`src/rtl/iic_reg_seq.sv`:
```
// Register-access sequencer for the iic_mst byte engine: expands one single-byte
// register write/read into START/WRDATA/RDDATA/PRE_START/STOP commands and reports status.
module iic_reg_seq #(
  parameter int SYS_CLOCK   = 50000000,
  parameter int IIC_CLOCK   = 100000,
  parameter int CMD_TIMEOUT = 16*SYS_CLOCK/IIC_CLOCK
) (
  input  logic       i_SysClock,
  input  logic       i_ResetN,
  input  logic       i_ReqValid,
  output logic       o_ReqReady,
  input  logic       i_ReqRead,
  input  logic [6:0] i_DevAddr,
  input  logic [7:0] i_RegAddr,
  input  logic [7:0] i_WrData,
  output logic       o_RspValid,
  output logic [7:0] o_RspData,
  output logic       o_RspNack,
  output logic       o_RspTimeout,
  output logic       o_CmdValid,
  output logic [3:0] o_Cmd,
  output logic [7:0] o_TxByte,
  output logic       o_SetAck,
  input  logic       i_Done,
  input  logic [7:0] i_RxByte,
  input  logic       i_GetAck
);

  localparam int WDW = $clog2(CMD_TIMEOUT + 1);

  localparam logic [2:0] S_IDLE   = 3'd0;
  localparam logic [2:0] S_ISSUE  = 3'd1;
  localparam logic [2:0] S_ACCEPT = 3'd2;
  localparam logic [2:0] S_WAIT   = 3'd3;
  localparam logic [2:0] S_CHECK  = 3'd4;
  localparam logic [2:0] S_RESP   = 3'd5;

  localparam logic [3:0] C_START = 4'd1;
  localparam logic [3:0] C_WR    = 4'd2;
  localparam logic [3:0] C_RD    = 4'd3;
  localparam logic [3:0] C_STOP  = 4'd4;
  localparam logic [3:0] C_PRE   = 4'd5;

  logic [2:0]     state_q, state_d;
  logic [2:0]     step_q, step_d;
  logic           rd_q, rd_d;
  logic [6:0]     dev_q, dev_d;
  logic [7:0]     reg_q, reg_d;
  logic [7:0]     wd_q, wd_d;
  logic [7:0]     data_q, data_d;
  logic           nack_q, nack_d;
  logic           to_q, to_d;
  logic [WDW-1:0] wdog_q, wdog_d;

  logic [3:0] cmd_s;
  logic [7:0] byte_s;
  logic       setack_s;
  logic [2:0] stop_step;
  logic       wd_hit;

  // Step list: the current step index decodes to the command for this request type.
  always_comb begin
    cmd_s    = C_STOP;
    byte_s   = 8'h00;
    setack_s = 1'b0;
    if (rd_q) begin
      case (step_q)
        3'd0: cmd_s = C_START;
        3'd1: begin cmd_s = C_WR; byte_s = {dev_q, 1'b0}; end
        3'd2: begin cmd_s = C_WR; byte_s = reg_q; end
        3'd3: cmd_s = C_PRE;
        3'd4: cmd_s = C_START;
        3'd5: begin cmd_s = C_WR; byte_s = {dev_q, 1'b1}; end
        3'd6: begin cmd_s = C_RD; setack_s = 1'b1; end
        default: cmd_s = C_STOP;
      endcase
    end else begin
      case (step_q)
        3'd0: cmd_s = C_START;
        3'd1: begin cmd_s = C_WR; byte_s = {dev_q, 1'b0}; end
        3'd2: begin cmd_s = C_WR; byte_s = reg_q; end
        3'd3: begin cmd_s = C_WR; byte_s = wd_q; end
        default: cmd_s = C_STOP;
      endcase
    end
  end

  assign stop_step = rd_q ? 3'd7 : 3'd4;
  // Counter holds cycles elapsed since the issue cycle; the response lands exactly CMD_TIMEOUT later.
  assign wd_hit    = (wdog_q == WDW'(CMD_TIMEOUT - 1));

  always_comb begin
    state_d = state_q;
    step_d  = step_q;
    rd_d    = rd_q;
    dev_d   = dev_q;
    reg_d   = reg_q;
    wd_d    = wd_q;
    data_d  = data_q;
    nack_d  = nack_q;
    to_d    = to_q;
    wdog_d  = wdog_q;
    case (state_q)
      S_IDLE: if (i_ReqValid) begin
        rd_d    = i_ReqRead;
        dev_d   = i_DevAddr;
        reg_d   = i_RegAddr;
        wd_d    = i_WrData;
        step_d  = 3'd0;
        data_d  = 8'h00;
        nack_d  = 1'b0;
        to_d    = 1'b0;
        wdog_d  = '0;
        state_d = S_ISSUE;
      end
      S_ISSUE: begin
        if (i_Done) begin
          wdog_d  = WDW'(1);
          state_d = S_ACCEPT;
        end else if (wd_hit) begin
          to_d    = 1'b1;
          state_d = S_RESP;
        end else begin
          wdog_d  = wdog_q + WDW'(1);
        end
      end
      S_ACCEPT: begin
        if (wd_hit) begin
          to_d    = 1'b1;
          state_d = S_RESP;
        end else begin
          wdog_d  = wdog_q + WDW'(1);
          state_d = S_WAIT;
        end
      end
      S_WAIT: begin
        if (i_Done) begin
          state_d = S_CHECK;
        end else if (wd_hit) begin
          to_d    = 1'b1;
          state_d = S_RESP;
        end else begin
          wdog_d  = wdog_q + WDW'(1);
        end
      end
      S_CHECK: begin
        wdog_d  = '0;
        state_d = S_ISSUE;
        if (cmd_s == C_STOP) begin
          state_d = S_RESP;
        end else if (cmd_s == C_WR && i_GetAck) begin
          nack_d = 1'b1;
          step_d = stop_step;
        end else begin
          if (cmd_s == C_RD) data_d = i_RxByte;
          step_d = step_q + 3'd1;
        end
      end
      S_RESP:  state_d = S_IDLE;
      default: state_d = S_IDLE;
    endcase
  end

  always_ff @(posedge i_SysClock or negedge i_ResetN) begin
    if (!i_ResetN) begin
      state_q <= S_IDLE;
      step_q  <= 3'd0;
      rd_q    <= 1'b0;
      dev_q   <= 7'h00;
      reg_q   <= 8'h00;
      wd_q    <= 8'h00;
      data_q  <= 8'h00;
      nack_q  <= 1'b0;
      to_q    <= 1'b0;
      wdog_q  <= '0;
    end else begin
      state_q <= state_d;
      step_q  <= step_d;
      rd_q    <= rd_d;
      dev_q   <= dev_d;
      reg_q   <= reg_d;
      wd_q    <= wd_d;
      data_q  <= data_d;
      nack_q  <= nack_d;
      to_q    <= to_d;
      wdog_q  <= wdog_d;
    end
  end

  assign o_ReqReady   = (state_q == S_IDLE);
  assign o_CmdValid   = (state_q == S_ISSUE) && i_Done;
  assign o_Cmd        = o_CmdValid ? cmd_s : 4'd0;
  assign o_TxByte     = o_CmdValid ? byte_s : 8'h00;
  assign o_SetAck     = o_CmdValid & setack_s;
  assign o_RspValid   = (state_q == S_RESP);
  assign o_RspTimeout = o_RspValid & to_q;
  assign o_RspNack    = o_RspValid & nack_q & ~to_q;
  assign o_RspData    = (o_RspValid && rd_q && !nack_q && !to_q) ? data_q : 8'h00;

endmodule
```
`config.mk`:
```
export PLATFORM = sky130hd
export DESIGN_NAME = iic_reg_seq
export DESIGN_NICKNAME = d
export VERILOG_FILES = /design/src/rtl/iic_reg_seq.sv
export SDC_FILE = /design/constraint.sdc
export NUM_CORES = 1
export LEC_CHECK = 0
export BUFFER_PORTS_ARGS = -buffer_cell sky130_fd_sc_hd__clkbuf_2
export CAP_MARGIN = 0
export CELL_PAD_IN_SITES_DETAIL_PLACEMENT = 1
export CELL_PAD_IN_SITES_GLOBAL_PLACEMENT = 1
export CORE_ASPECT_RATIO = 1.2
export CORE_MARGIN = 8
export CORE_UTILIZATION = 35
export DETAILED_ROUTE_END_ITERATION = 6
export GPL_TIMING_DRIVEN = 0
export PLACE_DENSITY = 0.74
export SYNTH_ARGS = -nofsm -noshare
export SYNTH_HDL_FRONTEND = slang
export SYNTH_SLANG_ARGS = --single-unit
```
`constraint.sdc`:
```
create_clock -name i_SysClock -period 5.4 [get_ports i_SysClock]
set_clock_uncertainty 0.1 [all_clocks]
set_input_delay 0.81 -clock i_SysClock [delete_from_list [all_inputs] [get_ports i_SysClock]]
set_output_delay 0.81 -clock i_SysClock [all_outputs]
set_load 0.05 [all_outputs]
```
==> qor.yml, run 1 <==
synth_cells: 286
endpoint_kind: "output port"
grt_pass1_vias: 2698
fin_cells: 473
drtIter0Drc: 107
vias: 2408
n_antenna_cell: 0
ys_types: 57
clock-root-buffer: "clkbuf_8"
dp_hpwl_mm: 6.30
hold_buffers: 0
clock-sinks: 53
path_cells: "ha_1, ha_1, nor2b_1, clkbuf_1, a222oi_1, nor2_1, clkbuf_2"
p_total_mw: 1.70
ant_nets: 0
post-cts-setup-buffers: 0
place_inst: 464
netlist_area_sq_um: 3030
ys_ff_latch: 53
crit_slowest_cell: "clkbuf_1"
first_pass_iters: 4
worst_setup_path_start_kind: "flip-flop"
io_pins: 63
max_slew_margin_pct: 51.3
synth-edff-count: 0
viasPerCell: 5.09
syn_area_per_cell_sq_um: 10.6
synth_area_leaders: "dfrtp_1 44%, mux2_2 8.9%, nor2_1 3.6%"
syn_nets: 330
gp_congestion: 0.814
clk_latency_ps: 310
leakagePower_nw: 1.67
worstPathRequired_ps: 4490
cts.path.max_buffers: 2
synth_area_leader_cell: "dfrtp_1"
numCtsBuffers: 5
ys_dominant_reg_cell: "dfrtp_1"
numPortBuffers: 61
async_reset_ff_share_pct: 100
rsz0062_at_grt: "no"
finalHoldViolCount: 0
wl_per_cell_um: 17.5
antenna_found_initial: 0
grtUsageTotal_pct: 14.2
finalSetupViolations: 0
yosys.area.top_type_share_pct: 43.8
finalMaxSlewViolations: 0
die_x_um: 101
cts.clk_slew.worst_paths_ps: 100
irDropWorstVdd_mv: 0.123
h-tree-depth: 2
tns_ps: 0
maxCapViolCount: 0
core-area_sq_um: 8470
grt_overflow: 0
post-route-period-util_pct: 65.1
yosysSeqAreaShare_pct: 43.8
worstMarginPinSlew_ps: 728
cp_common_cell: "ha_1"
area_growth_pct: 19.3
drive_gt1_share_pct: 35.4
post-route-drc-count: 0
power.density_nw_per_um2: 470
grt_pass1_wl_mm: 13.6
start_util_pct: 35.7
status: "finished, final reports clean"
die_h_um: 118
cts_tree: "built"
grt_max_degree: 54
fin_nets: 399
max_stage_delay_ps: 530
fmaxAchievable_mhz: 285
wl_mm: 8.27
cts_resized: 0
hold_path_class: "input port to async pin"
ys_warn_count: 0
post-route-min-period_ps: 3510
cp.arrival_ps: 2600
critPathMaxFanout: 10
fp-row-count: 37
worstSetupPathType: "flip-flop to output port"
die_area_sq_um: 11900
## cell families after synthesis
group | Yosys count | share of synthesized area (%)
AO/OA/AOI/OAI | 56 | 14.6
XOR/XNOR | 8 | 2.32
adder cells (fa/ha/maj) | 7 | 2.89
buffers and inverters | 23 | 3.84
flip-flops | 53 | 43.8
multiplexers | 33 | 13.1
other | 1 | 0.124
AND/OR/NAND/NOR | 105 | 19.4
## cell type report
type / count / area, sq um
Sequential cell: 53 / 1330
Multi-Input combinational cell: 210 / 1580
Tap cell: 117 / 146
Clock buffer: 6 / 72.6
Timing Repair Buffer: 62 / 325
Fill cell: 986 / 4860
Buffer: 16 / 90.1
Inverter: 7 / 26.3
Clock inverter: 2 / 38.8
## power by group
| part | switching (mW) | internal, mW |
|---|---|---|
| clock | 0.137 | 0.139 |
| combinational | 0.473 | 0.329 |
| sequential | 0.0869 | 0.531 |
| total | 0.697 | 1.00 |
## path summary, 6_finish.rpt
path / cells after the start / slack, ps / start / end
worst max-delay path: 7 / 1890 / step_q[0]$_DFFE_PN0P_ / o_TxByte[1]
worst min-delay path: 1 / 330 / i_ResetN / wdog_q[12]$_DFFE_PN0P_
worst max register to register: 7 / 2800 / step_q[0]$_DFFE_PN0P_ / data_q[0]$_DFFE_PN0P_
worst min register to register: 1 / 380 / wdog_q[12]$_DFFE_PN0P_ / wdog_q[12]$_DFFE_PN0P_
max in group asynchronous: 2 / 4320 / i_ResetN / wd_q[7]$_DFFE_PN0P_
min in group i_SysClock: 1 / 380 / wdog_q[12]$_DFFE_PN0P_ / wdog_q[12]$_DFFE_PN0P_
## state kept, by name (all words and copies together), names as in the netlist
signal	count
rd_q	1
state_q	3
to_q	1
data_q	8
reg_q	8
step_q	3
nack_q	1
wdog_q	13
dev_q	7
wd_q	8
## through the flow
stage,instance area [sq um],utilization [%],setup WS (ps),hold WS [ps]
2_1_floorplan,3030,-,2290,337
3_3_place_gp,3480,41.1,2060,366
3_5_place_dp,3480,41.1,2080,362
4_1_cts,3590,42.4,1870,381
5_1_grt,3610,42.6,1690,344
6_report,3610,42.6,1890,329
## critical path, delay by kind of cell (launching register included)
kind	cells	cell delay, ps
and+or+nand+nor	2	300
buffers and inverters	2	830
adders and majority gates	2	500
DFF	1	420
AOI/OAI and AO/OA	1	250
## Yosys cell counts (3+ instances only)
cell type,n
nor2_1,29
mux2_4,7
and3_1,6
nor2b_1,13
ha_1,7
inv_1,7
xor2_1,5
nor3_1,4
clkbuf_1,6
nand2_1,16
mux2_2,24
a222oi_1,7
dfrtp_1,53
a21oi_1,8
nand4_1,3
nand3_1,4
xnor2_1,3
buf_2,6
o211ai_2,4
o21ai_0,10
and2_1,12
o211ai_1,3
a22o_1,3
## cells in the final DEF (no fill, tap or decap), drive strengths merged, types with 2 or more instances in the layout
master / synthesis / final
a222oi: 7 / 7
nor3: 5 / 5
o21bai: 2 / 2
a22o: 3 / 3
clkbuf: 6 / 72
o21ai: 14 / 14
nand2: 16 / 16
nand3: 5 / 5
or3: 2 / 2
o211ai: 7 / 7
and2: 12 / 12
mux2: 31 / 31
a21oi: 8 / 8
nor2: 31 / 31
o31ai: 2 / 2
buf: 10 / 12
nor3b: 2 / 2
o22ai: 2 / 2
xor2: 5 / 5
and3: 6 / 6
and3b: 2 / 2
dfrtp: 53 / 53
nand4: 5 / 5
ha: 7 / 7
inv: 7 / 7
nor4: 2 / 2
mux2i: 2 / 2
nor2b: 13 / 13
xnor2: 3 / 3
## metal layers
layer  track usage [%]  vias to the layer above  part of all wire, %
met2              24.7                       48                   51
met1              16.6                     1185                   43
met4              4.86                        0                  1.8
met5                 0                        -                    0
li1                  -                     1164                    -
met3              2.96                       11                  4.5
(Power assumes the default switching activity.)
==> run 2: changes to the inputs <==
Settings changed: PLACE_DENSITY 0.74 to 0.76.
Clock period 5.4 ns to 3 ns, I/O delays scaled along.
==> run 2 against run 1 <==
Critical path depth fell by 1. Wire length fell by 1.3%. Sequential cell count did not move. Combinational power rose by 80%. Sequential share of layout area rose by 0.13 points. Sequential power rose by 80%. Final cell count fell by 0.42%. Via count rose by 1.5%. Largest power group unchanged.
==> qor.yml, run 2 (same netlist as run 1, synthesis figures left out) <==
vias: 2445  # +1.5%
finalSetupViolations: 0  # unchanged
max_slew_margin_pct: 53.7  # +2.5 points
clock-sinks: 53  # unchanged
seqCellArea_sq_um: 1330  # unchanged
gp_congestion: 0.835  # +2.5%
die_h_um: 118  # unchanged
grt_overflow: 0  # unchanged
grt_max_degree: 54  # unchanged
area_growth_pct: 18.9
start_util_pct: 35.7  # unchanged
post-route-period-util_pct: 95.1
drive_gt1_share_pct: 35.9  # +0.48 points
rrSetupSlack_ps: 660  # -2140 ps
maxCapViolCount: 0  # unchanged
post-route-min-period_ps: 2850
status: "finished, final reports clean"
critPathMaxFanout: 10  # unchanged
worstPathRequired_ps: 2450  # -2040 ps
io_pins: 63  # unchanged
grt_pass1_vias: 2699  # +0.037%
cts_tree: "built"
max_stage_delay_ps: 550  # +20 ps
clk_latency_ps: 320  # about the same
n_antenna_cell: 0  # unchanged
post-route-drc-count: 0  # unchanged
timing.final.ws_setup_ps: 146  # -1740 ps
drtIter0Drc: 101  # -5.6%
irDropWorstVdd_mv: 0.211  # +72%
endpoint_kind: "output port"
power.density_nw_per_um2: 848  # +80%
finalHoldViolCount: 0  # unchanged
crit_slowest_cell: "a21boi_1"
cts.path.max_buffers: 2  # unchanged
cp.arrival_ps: 2300  # -300 ps
fmaxAchievable_mhz: 350
worstSetupPathType: "flip-flop to output port"
fin_nets: 397  # -0.50%
numCtsBuffers: 5  # unchanged
finalMaxSlewViolations: 0  # unchanged
top_register: "wdog_q"
clock-root-buffer: "clkbuf_8"
reg2reg_to: "step_q[1]$_DFFE_PN0P_"
dp_hpwl_mm: 6.21  # -1.4%
grtUsageTotal_pct: 14.2  # +0.028 points
worst_setup_path_start_kind: "flip-flop"
antenna_found_initial: 0  # unchanged
cts.clk_slew.worst_paths_ps: 100  # about the same
worstMarginPinSlew_ps: 694  # -34.4 ps
path_cells: "buf_4, inv_1, a21boi_1, a222oi_1, nor2_1, clkbuf_2"
fp-row-count: 37  # unchanged
r2r_start: "step_q[0]$_DFFE_PN0P_"
wl_mm: 8.17  # -1.3%
die_x_um: 101  # unchanged
final_cell_mix: "55 x clkbuf_2, 53 x dfrtp_1, 29 x nor2_1"
ant_nets: 0  # unchanged
grt_pass1_wl_mm: 13.6  # unchanged
largest_reg_flops: 13  # unchanged
rsz0062_at_grt: "yes"
final_core_util_pct: 42.5  # -0.15 points
numPortBuffers: 61  # unchanged
wl_per_cell_um: 17.3  # -0.84%
leakagePower_nw: 1.67  # about the same
dp_slack_ps: 231  # -1850 ps
viasPerCell: 5.19  # +2.0%
multi_input_area_sq_um: 1590  # +0.47%
first_pass_iters: 4  # unchanged
h-tree-depth: 2  # unchanged
final_common_cell: "clkbuf_2"
ff2ff_path_depth: 7  # unchanged
core-area_sq_um: 8470  # unchanged
die_area_sq_um: 11900  # unchanged
num-fill-cells: 989  # +0.30%
hold_path_class: "input port to async pin"
[run 2: repair_timing]
action,in CTS,in global routing
pin swaps,0,1
resized for setup,1,10
setup endpoints to repair,8,10
setup buffers,0,0
hold buffers,0,0
[run 2: area by class of cell]
| type | count | share of cell area, % |
|---|---|---|
| Clock buffer | 6 | 2.02 |
| Sequential cell | 53 | 36.9 |
| Timing Repair Buffer | 61 | 8.56 |
| Buffer | 15 | 2.43 |
| Inverter | 7 | 0.730 |
| Clock inverter | 2 | 1.08 |
| Tap cell | 117 | 4.07 |
| Multi-Input combinational cell | 210 | 44.2 |
[run 2: worst max-delay path by stage]
stage | slack (ps) | startpoint | to
after floorplan | 370 | step_q[0]$_DFFE_PN0P_ | o_TxByte[0]
after global placement | 260 | step_q[0]$_DFFE_PN0P_ | o_TxByte[5]
after detailed placement | 230 | step_q[0]$_DFFE_PN0P_ | o_TxByte[3]
after CTS | 40 | step_q[0]$_DFFE_PN0P_ | o_TxByte[3]
after global routing | -30 | rd_q$_DFFE_PN0P_ | o_RspData[4]
final | 150 | rd_q$_DFFE_PN0P_ | o_TxByte[4]
[run 2: metal layers]
layer  GRT usage [%]  up-vias  wire length [um]
met5               0        -                 0
met4            6.63        0               216
met3            3.14       12               367
met2            24.6       57              4190
met1            16.0     1212              3400
li1                -     1164                 -
[run 2: per-stage QoR]
| step | hold WS (ps) | setup TNS, ps | total power, mW | area [sq um] | cells |
|---|---|---|---|---|---|
| 2_1_floorplan | 54.4 | 0 | 2.20 | 3030 | 286 |
| 3_3_place_gp | 366 | 0 | 2.51 | 3480 | 464 |
| 3_5_place_dp | 371 | 0 | 2.57 | 3480 | 464 |
| 4_1_cts | 227 | 0 | 3.08 | 3590 | 472 |
| 5_1_grt | 113 | -124 | 3.26 | 3600 | 471 |
| 6_report | 63.1 | 0 | 3.05 | 3600 | 471 |
[run 2: report_power, final]
group          leakage, nW  switching (mW)  internal [mW]
Sequential           0.679           0.153          0.956
Combinational        0.938           0.849          0.592
Clock               0.0554           0.249          0.251
Total                 1.67            1.25           1.80
[run 2: worst max-delay path: cells and delay by family (launching register included)]
family	cells	cell delay, ps
AO/OA/AOI/OAI	2	690
buffers and inverters	3	620
flip-flops	1	510
AND/OR/NAND/NOR	1	150
==> run 3: changes to the inputs <==
Settings changed: PLACE_DENSITY 0.76 to not set, PLACE_DENSITY_LB_ADDON set to 0.1.
==> run 3 against run 2 <==
Maximum frequency increased by 2.9%. Utilization fell by 0.10 points. Combinational power about the same. Sequential power hardly changed. Die area unchanged. Largest power group unchanged. Highest routed layer unchanged.
==> qor.yml, run 3 (same netlist as run 1, synthesis figures left out) <==
io_pins: 63  # unchanged
dp_hpwl_mm: 6.09  # -2.0%
final_common_cell: "clkbuf_2"
start_util_pct: 35.7  # unchanged
hold_path_class: "input port to async pin"
worstPathRequired_ps: 2450  # about the same
rsz0062_at_grt: "no"
largest_reg_flops: 13  # unchanged
grt_max_degree: 54  # unchanged
status: "finished, final reports clean"
drive_gt1_share_pct: 36.4  # +0.56 points
grt_pass1_wl_mm: 13.9  # +2.3%
wl_per_cell_um: 17.2  # -0.98%
grt_pass1_vias: 2720  # +0.78%
top_register: "wdog_q"
dp_slack_ps: 149  # -81.9 ps
viasPerCell: 5.11  # -1.5%
worstMarginPinSlew_ps: 767  # +73.0 ps
cts_tree: "built"
gp_congestion: 0.790  # -5.3%
finalSetupViolations: 0  # unchanged
hold_buffers: 0  # unchanged
vias: 2409  # -1.5%
maxCapViolCount: 0  # unchanged
clock-root-buffer: "clkbuf_8"
worst_setup_path_start_kind: "flip-flop"
final_core_util_pct: 42.4  # -0.10 points
die_area_sq_um: 11900  # unchanged
clock-sinks: 53  # unchanged
r2r_start: "step_q[0]$_DFFE_PN0P_"
n_antenna_cell: 0  # unchanged
drtIter0Drc: 121  # +20%
clk_latency_ps: 310  # about the same
crit_start: "step_q[0]$_DFFE_PN0P_"
post-route-period-util_pct: 92.5  # -2.7 points
fin_nets: 397  # unchanged
hold_ws_ps: 127  # +63.9 ps
grt_overflow: 0  # unchanged
irDropWorstVdd_mv: 0.291  # +37%
antenna_found_initial: 0  # unchanged
tns_ps: 0  # unchanged
cts.path.max_buffers: 2  # unchanged
fp-row-count: 37  # unchanged
p_total_mw: 2.98  # -2.4%
finalMaxSlewViolations: 0  # unchanged
first_pass_iters: 6  # +2
fmaxAchievable_mhz: 360  # +2.9%
timing.final.ws_setup_ps: 226  # +80.4 ps
critPathMaxFanout: 10  # unchanged
core-area_sq_um: 8470  # unchanged
grtUsageTotal_pct: 14.5  # +0.30 points
cts.clk_slew.worst_paths_ps: 100  # about the same
cp.arrival_ps: 2220  # -80 ps
post-route-drc-count: 0  # unchanged
post-cts-setup-buffers: 0  # unchanged
ant_nets: 0  # unchanged
worstSetupPathType: "flip-flop to output port"
die_x_um: 101  # unchanged
power.density_nw_per_um2: 830  # -2.2%
wl_mm: 8.09  # -0.98%
die_h_um: 118  # unchanged
leakagePower_nw: 1.66  # -0.69%
max_slew_margin_pct: 48.9  # -4.9 points
area_growth_pct: 18.6
post-route-min-period_ps: 2770  # -80.4 ps
numCtsBuffers: 5  # unchanged
numPortBuffers: 61  # unchanged
final_cell_mix: "56 x clkbuf_2, 53 x dfrtp_1, 29 x nor2_1"
h-tree-depth: 2  # unchanged
finalHoldViolCount: 0  # unchanged
endpoint_kind: "output port"
run 3: final cells by class:
class	count	area [sq um]
clock buffers	5	68.8
inverters	7	26.3
well taps	117	146
fillers	1009	4880
repair buffers	61	308
multi-input cells	210	1600
plain buffers	15	87.6
clock inverters	3	21.3
flip-flops and latches	53	1330
run 3: critical path, cell delays in order, from the launching register on:
cell and delay, ps:
dfrtp_1 400, ha_1 260, ha_1 260, nor2b_4 390, nand2_1 90, a21oi_1 190
clkbuf_2 320
run 3: worst paths after layout:
path                                     endpoint  slack [ps]  cells after the start
hold reg to reg            wdog_q[12]$_DFFE_PN0P_         400                      1
hold / removal                 nack_q$_DFFE_PN0P_         130                      1
max in group asynchronous   wdog_q[2]$_DFFE_PN0P_        2170                      1
setup reg to reg            step_q[1]$_DFFE_PN0P_         680                      7
setup / recovery                      o_TxByte[0]         230                      6
min in group i_SysClock          rd_q$_DFFE_PN0P_         260                      3
run 3: layer usage:
layer  routed length, um  up-vias  track usage [%]
li1                    -     1161                -
met1                3480     1195             17.5
met2                4130       41             25.0
met3                 336       12             3.02
met4                 144        0             4.48
met5                   0        -                0
run 3: per-stage QoR:
step / std cells / cell area, sq um
final: 471 / 3590
after global routing: 471 / 3590
after CTS: 472 / 3570
after detailed placement: 464 / 3480
after global placement: 464 / 3480
after floorplan: 286 / 3030
run 3: timing repair:
item / 4_1_cts / 5_1_grt
setup endpoints to repair: 8 / 16
gates resized for setup: 1 / 11
pin swaps: 0 / 0
hold endpoints to repair: 0 / 0
run 3: power by group:
group / switching [mW] / leakage [nW] / internal (mW)
sequential: 0.154 / 0.679 / 0.956
combinational: 0.853 / 0.937 / 0.594
clock: 0.254 / 0.0445 / 0.166
